**src/rtl/cello_lut_pkg.sv**
```systemverilog
// Shared types and helpers for the cello_lut_eval truth-table evaluator.
// Contents:
//   state_e    - evaluator FSM states (SETTLE, STABLE, REEVAL)
//   row_index  - maps an input vector to its truth-table bit position
//   defaults   - default input count and settle length, plus the widths derived from them
package cello_lut_pkg;

   localparam int N_IN_DEFAULT          = 3;
   localparam int SETTLE_CYCLES_DEFAULT = 4;
   localparam int MAX_N                 = 6;
   localparam int TBL_W                 = 2**N_IN_DEFAULT;
   localparam int CNT_W                 = $clog2(SETTLE_CYCLES_DEFAULT + 1);

   typedef enum logic [1:0] {
      SETTLE = 2'd0,
      STABLE = 2'd1,
      REEVAL = 2'd2
   } state_e;

   // The table is stored with the all-zero row in the MSB, so the bit
   // position of a row is the row number mirrored: 2**n - 1 - vec.
   function automatic logic [MAX_N-1:0] row_index(input int unsigned n,
                                                  input logic [MAX_N-1:0] vec);
      logic [MAX_N-1:0] all_ones;
      all_ones = MAX_N'((1 << n) - 1);
      return all_ones - vec;
   endfunction

endpackage

```
**src/rtl/cello_lut_eval_input_settle_filter.sv**
```systemverilog
// Input settle filter: registers the input vector every edge and accepts it
// once it has held steady for SETTLE_CYCLES consecutive edges while counting
// is enabled.
// Ports:
//   clk, rst   - clock, async active-high reset
//   in_vec     - raw input vector (synchronous to clk)
//   count_en   - high while the evaluator is settling; freezes the timer otherwise
//   changed    - in_vec differs from the previous sample (combinational)
//   accept     - one-cycle pulse: in_vec is accepted on this edge
//   acc_vec    - last accepted input vector
module input_settle_filter
   import cello_lut_pkg::*;
#(
   parameter int N_IN          = N_IN_DEFAULT,
   parameter int SETTLE_CYCLES = SETTLE_CYCLES_DEFAULT
) (
   input  logic            clk,
   input  logic            rst,
   input  logic [N_IN-1:0] in_vec,
   input  logic            count_en,
   output logic            changed,
   output logic            accept,
   output logic [N_IN-1:0] acc_vec
);

   localparam int CNT_BITS = $clog2(SETTLE_CYCLES + 1);
   // Down-counter reload value: edges still needed after the first sample.
   localparam logic [CNT_BITS-1:0] TERM = CNT_BITS'(SETTLE_CYCLES - 1);

   logic [N_IN-1:0]     in_q_q, in_q_d;
   logic [CNT_BITS-1:0] remain_q, remain_d;
   logic [N_IN-1:0]     acc_q, acc_d;

   always_comb begin
      in_q_d   = in_vec;
      remain_d = remain_q;
      acc_d    = acc_q;
      changed  = (in_vec != in_q_q);
      accept   = 1'b0;

      if (changed) begin
         remain_d = TERM;
      end else if (count_en) begin
         if (remain_q == '0) begin
            accept = 1'b1;
            acc_d  = in_vec;
         end else begin
            remain_d = remain_q - CNT_BITS'(1);
         end
      end
   end

   always_ff @(posedge clk or posedge rst) begin
      if (rst) begin
         in_q_q   <= '0;
         remain_q <= TERM;
         acc_q    <= '0;
      end else begin
         in_q_q   <= in_q_d;
         remain_q <= remain_d;
         acc_q    <= acc_d;
      end
   end

   assign acc_vec = acc_q;

endmodule

```
**src/rtl/cello_lut_eval.sv**
```systemverilog
// Reconfigurable N-input truth-table evaluator with input settle filter,
// runtime table load and an output-change event stream.
// Ports:
//   clk, rst              - clock, async active-high reset
//   in_vec                - input vector, in_vec[N_IN-1] is the row MSB
//   cfg_valid/cfg_ready   - table load handshake, cfg_table is the new table
//   out                   - registered evaluated output
//   evt_valid/evt_ready   - output-change event handshake
//   evt_data              - {new out, accepted input vector}
//   evt_overrun           - sticky: a pending event was overwritten
//
// state  | meaning
// -------+------------------------------------------------------------
// SETTLE | counting input stability
// STABLE | input accepted, waiting for a change
// REEVAL | one cycle after a table load; re-looks-up acc_vec, then
//        | returns to the remembered prior state
module cello_lut_eval
   import cello_lut_pkg::*;
#(
   parameter int                   N_IN          = N_IN_DEFAULT,
   parameter int                   SETTLE_CYCLES = SETTLE_CYCLES_DEFAULT,
   parameter logic [2**N_IN-1:0]   INIT_TABLE    = 8'h6B
) (
   input  logic                clk,
   input  logic                rst,
   input  logic [N_IN-1:0]     in_vec,
   input  logic                cfg_valid,
   output logic                cfg_ready,
   input  logic [2**N_IN-1:0]  cfg_table,
   output logic                out,
   output logic                evt_valid,
   input  logic                evt_ready,
   output logic [N_IN:0]       evt_data,
   output logic                evt_overrun
);

   localparam int TBL_BITS = 2**N_IN;

   state_e              state_q, state_d;
   state_e              prior_q, prior_d;
   logic [TBL_BITS-1:0] table_q, table_d;
   logic                out_q, out_d;
   logic                evt_valid_q, evt_valid_d;
   logic [N_IN:0]       evt_data_q, evt_data_d;
   logic                evt_overrun_q, evt_overrun_d;

   logic                count_en;
   logic                changed;
   logic                accept;
   logic [N_IN-1:0]     acc_vec;
   logic [N_IN-1:0]     acc_next;
   logic [N_IN-1:0]     row_in;
   logic [N_IN-1:0]     row_acc;
   state_e              resume;

   assign count_en  = (state_q == SETTLE);
   assign cfg_ready = (state_q != REEVAL);
   assign row_in    = N_IN'(row_index(N_IN, MAX_N'(in_vec)));
   assign row_acc   = N_IN'(row_index(N_IN, MAX_N'(acc_vec)));

   input_settle_filter #(
      .N_IN          (N_IN),
      .SETTLE_CYCLES (SETTLE_CYCLES)
   ) u_filter (
      .clk      (clk),
      .rst      (rst),
      .in_vec   (in_vec),
      .count_en (count_en),
      .changed  (changed),
      .accept   (accept),
      .acc_vec  (acc_vec)
   );

   always_comb begin
      state_d       = state_q;
      prior_d       = prior_q;
      table_d       = table_q;
      out_d         = out_q;
      evt_valid_d   = evt_valid_q;
      evt_data_d    = evt_data_q;
      evt_overrun_d = evt_overrun_q;
      acc_next      = accept ? in_vec : acc_vec;
      resume        = (state_q == REEVAL) ? prior_q : state_q;

      // Acceptance only happens in SETTLE, so it never collides with REEVAL.
      if (state_q == REEVAL) begin
         out_d = table_q[row_acc];
      end
      if (accept) begin
         out_d  = table_q[row_in];
         resume = STABLE;
      end
      // An input change wins over whatever state we would otherwise resume.
      if (changed) begin
         resume = SETTLE;
      end
      state_d = resume;

      // A load on an accepting edge remembers STABLE, so the follow-up
      // re-evaluation uses the freshly accepted vector.
      if (cfg_valid && cfg_ready) begin
         table_d = cfg_table;
         prior_d = resume;
         state_d = REEVAL;
      end

      if (out_d != out_q) begin
         if (evt_valid_q && !evt_ready) begin
            evt_overrun_d = 1'b1;
         end
         evt_valid_d = 1'b1;
         evt_data_d  = {out_d, acc_next};
      end else if (evt_valid_q && evt_ready) begin
         evt_valid_d = 1'b0;
      end
   end

   always_ff @(posedge clk or posedge rst) begin
      if (rst) begin
         state_q       <= SETTLE;
         prior_q       <= SETTLE;
         table_q       <= INIT_TABLE;
         out_q         <= INIT_TABLE[TBL_BITS-1];
         evt_valid_q   <= 1'b0;
         evt_data_q    <= '0;
         evt_overrun_q <= 1'b0;
      end else begin
         state_q       <= state_d;
         prior_q       <= prior_d;
         table_q       <= table_d;
         out_q         <= out_d;
         evt_valid_q   <= evt_valid_d;
         evt_data_q    <= evt_data_d;
         evt_overrun_q <= evt_overrun_d;
      end
   end

   assign out         = out_q;
   assign evt_valid   = evt_valid_q;
   assign evt_data    = evt_data_q;
   assign evt_overrun = evt_overrun_q;

endmodule

```
**config.mk**
```make
export PLATFORM = sky130hd
export DESIGN_NAME = cello_lut_eval
export DESIGN_NICKNAME = d
export VERILOG_FILES = /design/src/rtl/cello_lut_pkg.sv /design/src/rtl/cello_lut_eval_input_settle_filter.sv /design/src/rtl/cello_lut_eval.sv
export SDC_FILE = /design/constraint.sdc
export NUM_CORES = 1
export LEC_CHECK = 0
export ABC_AREA = 0
export BUFFER_PORTS_ARGS = -buffer_cell sky130_fd_sc_hd__clkbuf_2
export CAP_MARGIN = 10
export CORE_AREA = 2 2 77 79
export CTS_CLUSTER_DIAMETER = 60
export DETAILED_ROUTE_END_ITERATION = 10
export DIE_AREA = 0 0 79 81
export HOLD_SLACK_MARGIN = 0.1
export PLACE_DENSITY_LB_ADDON = 0.1
export SYNTH_ARGS = -nofsm -noshare
export SYNTH_HDL_FRONTEND = slang
export SYNTH_SLANG_ARGS = --single-unit
```
**constraint.sdc**
```tcl
create_clock -name clk -period 2.6 [get_ports clk]
set_clock_uncertainty 0.05 [all_clocks]
set_input_delay 0 -clock clk [delete_from_list [all_inputs] [get_ports clk]]
set_output_delay 0 -clock clk [all_outputs]
set_load 0.005 [all_outputs]
```
==> run summary <==
Post-DP Area: 1580 um2
non-filler cells, final: 229
antenna violations before repair: 0
Yosys warning count: 0
# hold bufs at CTS: 14
die extent in y: 81 um
HPWL Detailed: 2000 um
Synth Cell Area: 1360 um2
Vias/cell: 4.21
pwr/cell area: 568 nW/um2
r2r worst-path depth: 6
reg2reg end: evt_data[2]$_DFFE_PP0P_
TNS Setup: 0 ns
count leader, synth: dfrtp_1
Placed Cells: 211
vias in the first global route: 964
Ports: 23
R2R setup slack: 0.54 ns
Initial Util: 0.240
Pre-Repair DR Iteration Count: 4
Syn Nets: 130
r2r startpoint: table_q[2]$_DFFE_PP0P_
Total GRT Usage: 0.0921
Final nets: 172
final instance area: 1760 um2
max_slew headroom: 0.281
worst hold-check slack: 0.409 ns
drt wl/cell: 11.6 um
Hold/Removal Path Class: in2reg
worst slew pin tran: 1.08 ns
share of post-route cells with drive strength above 1: 0.312
Synth area leader: dfrtp_1
H-tree levels: 1
status: completed
min Tclk post-route: 2.16 ns
Cell variety after synth: 33
Core Box Area: 5680 um2
largest cells by area after synthesis: dfrtp_1 (39%), dfstp_2 (13%), mux2_1 (5.8%)
RSZ-0062 raised after global routing: no
Iter 0 DRT Violations: 30
Post-CTS Resized: 0
RePlAce Congestion: 0.709
Post-synth top flop: dfrtp_1
clk slew on worst S/H paths: 0.09 ns
Via Count: 965
post-route ant nets: 0
share of the synthesized area in the top cell type: 0.385
Final period util: 0.831
root buf cell: clkbuf_8
critical path peak fanout: 5
most frequent cells after synthesis: dfrtp_1 (21), nand2_1 (12), nor2_1 (8)
critical setup path kind: in2reg
Worst setup EP type: register
CP Data Arrival Time: 2.28 ns
Yosys reg bits: 28
Die W: 79 um
Die ar.: 6400 um2
crit path from: in_vec[0]
pin count of the biggest net entering global routing: 28
Seq/Total Area, Yosys: 0.520
CTS tree: done
final hold vios: 0
final slew viol count: 0
drc violations: 0
total power: 999 uW
Post-synth EDFFs: 0
I/O Buffers: 22
row cnt: 28
# fillers: 602
Syn Inst Count: 113
setup violators final: 0
setup repair bufs after CTS: 0
Ant. Diodes: 0
end of the critical path: evt_data[2]$_DFFE_PP0P_
f_max: 463 MHz
worst skew pair latency: 0.27 ns
DRT Wirelength: 2660 um
global route overflow: 0
Post-Syn Area per Cell: 12.1 um2
clk buf depth: 2
required time worst endpoint: 2.72 ns
first-pass GRT wire length: 4620 um
critical path launch point type: primary input
total CTS buffers: 3
Lkg Pwr: 0.796 nW
MaxCap Viol Count: 0
CTS sink cnt: 28
Peak VDD IR: 212 uV
area growth from synthesis to layout: 29.1%
ys async rst share: 1.00
==> power by group <==
group,internal [mW],switching (mW),total (mW)
Clock,0.110,0.134,0.244
Sequential,0.499,0.0377,0.537
Combinational,0.118,0.100,0.219
==> worst min-delay path by stage <==
stage	start	to	cells past startpoint
4_1_cts	in_vec[1]	u_filter.in_q_q[1]$_DFF_PP0_	2
6_report	in_vec[2]	u_filter.in_q_q[2]$_DFF_PP0_	2
3_5_place_dp	in_vec[2]	u_filter.in_q_q[2]$_DFF_PP0_	1
3_3_place_gp	in_vec[2]	u_filter.in_q_q[2]$_DFF_PP0_	1
2_1_floorplan	in_vec[0]	u_filter.in_q_q[0]$_DFF_PP0_	0
5_1_grt	in_vec[2]	u_filter.in_q_q[2]$_DFF_PP0_	2
==> per-layer routing <==
| metal | global-route usage | wire, um |
|---|---|---|
| met5 | 0 | 0 |
| met4 | 0.0362 | 44 |
| met3 | 0.0178 | 120 |
| met2 | 0.153 | 1330 |
| met1 | 0.119 | 1170 |
==> sequential cells by signal, summed over array words and instances, names as in the netlist <==
signal	count
evt_data	4
state_q	2
table_q	8
u_filter.in_q_q	3
out	1
u_filter.acc_vec	3
evt_valid	1
prior_q	2
u_filter.remain_q	3
evt_overrun	1
==> stage by stage <==
step	setup WS, ns	util
2_1_floorplan	0.659	-
3_3_place_gp	0.557	0.278
3_5_place_dp	0.514	0.278
4_1_cts	0.398	0.310
5_1_grt	0.291	0.310
6_report	0.439	0.310
==> cells by family (layout without fill, tap and decap cells) <==
logic type	count (synthesis)	count (layout)	share of synthesized area
multiplexers	21	21	0.194
AND/OR/NAND/NOR	33	33	0.137
AO/OA/AOI/OAI	15	15	0.0679
adder cells (fa/ha/maj)	2	2	0.0183
XOR/XNOR	6	6	0.0385
flip-flops	28	28	0.520
buffers and inverters	8	49	0.0248
==> cell usage in the layout, fill, tap and decap left out, types with 2 or more instances in the layout <==
cell type	n
clkbuf_2	22
dfrtp_1	21
dlygate4sd3_1	14
nand2_1	12
nor2_1	8
mux2_1	7
mux2_2	7
dfstp_2	7
inv_1	6
mux2i_1	4
a21oi_1	4
xor2_1	3
xnor2_1	3
o21ai_1	3
clkbuf_8	3
nor2b_1	2
nand3_1	2
nand3b_1	2
mux4_1	2
nand2b_1	2
o21ai_0	2
ha_1	2
buf_4	2
==> area by class of cell <==
class                   instances  area [um2]  area share
inverters                       7        26.3      0.0149
flip-flops and latches         28         709       0.403
multi-input cells              77         621       0.353
repair buffers                 38         265       0.151
well taps                      75        93.8      0.0533
clock buffers                   4        45.0      0.0256
==> worst max-delay path: stages <==
cell,delay [ns]
dlygate4sd3_1,0.52
clkbuf_2,0.18
mux4_1,0.58
mux2i_2,0.21
xnor2_1,0.14
nor2_1,0.06
a21oi_2,0.23
mux2_1,0.36
(Power assumes the default switching activity.)
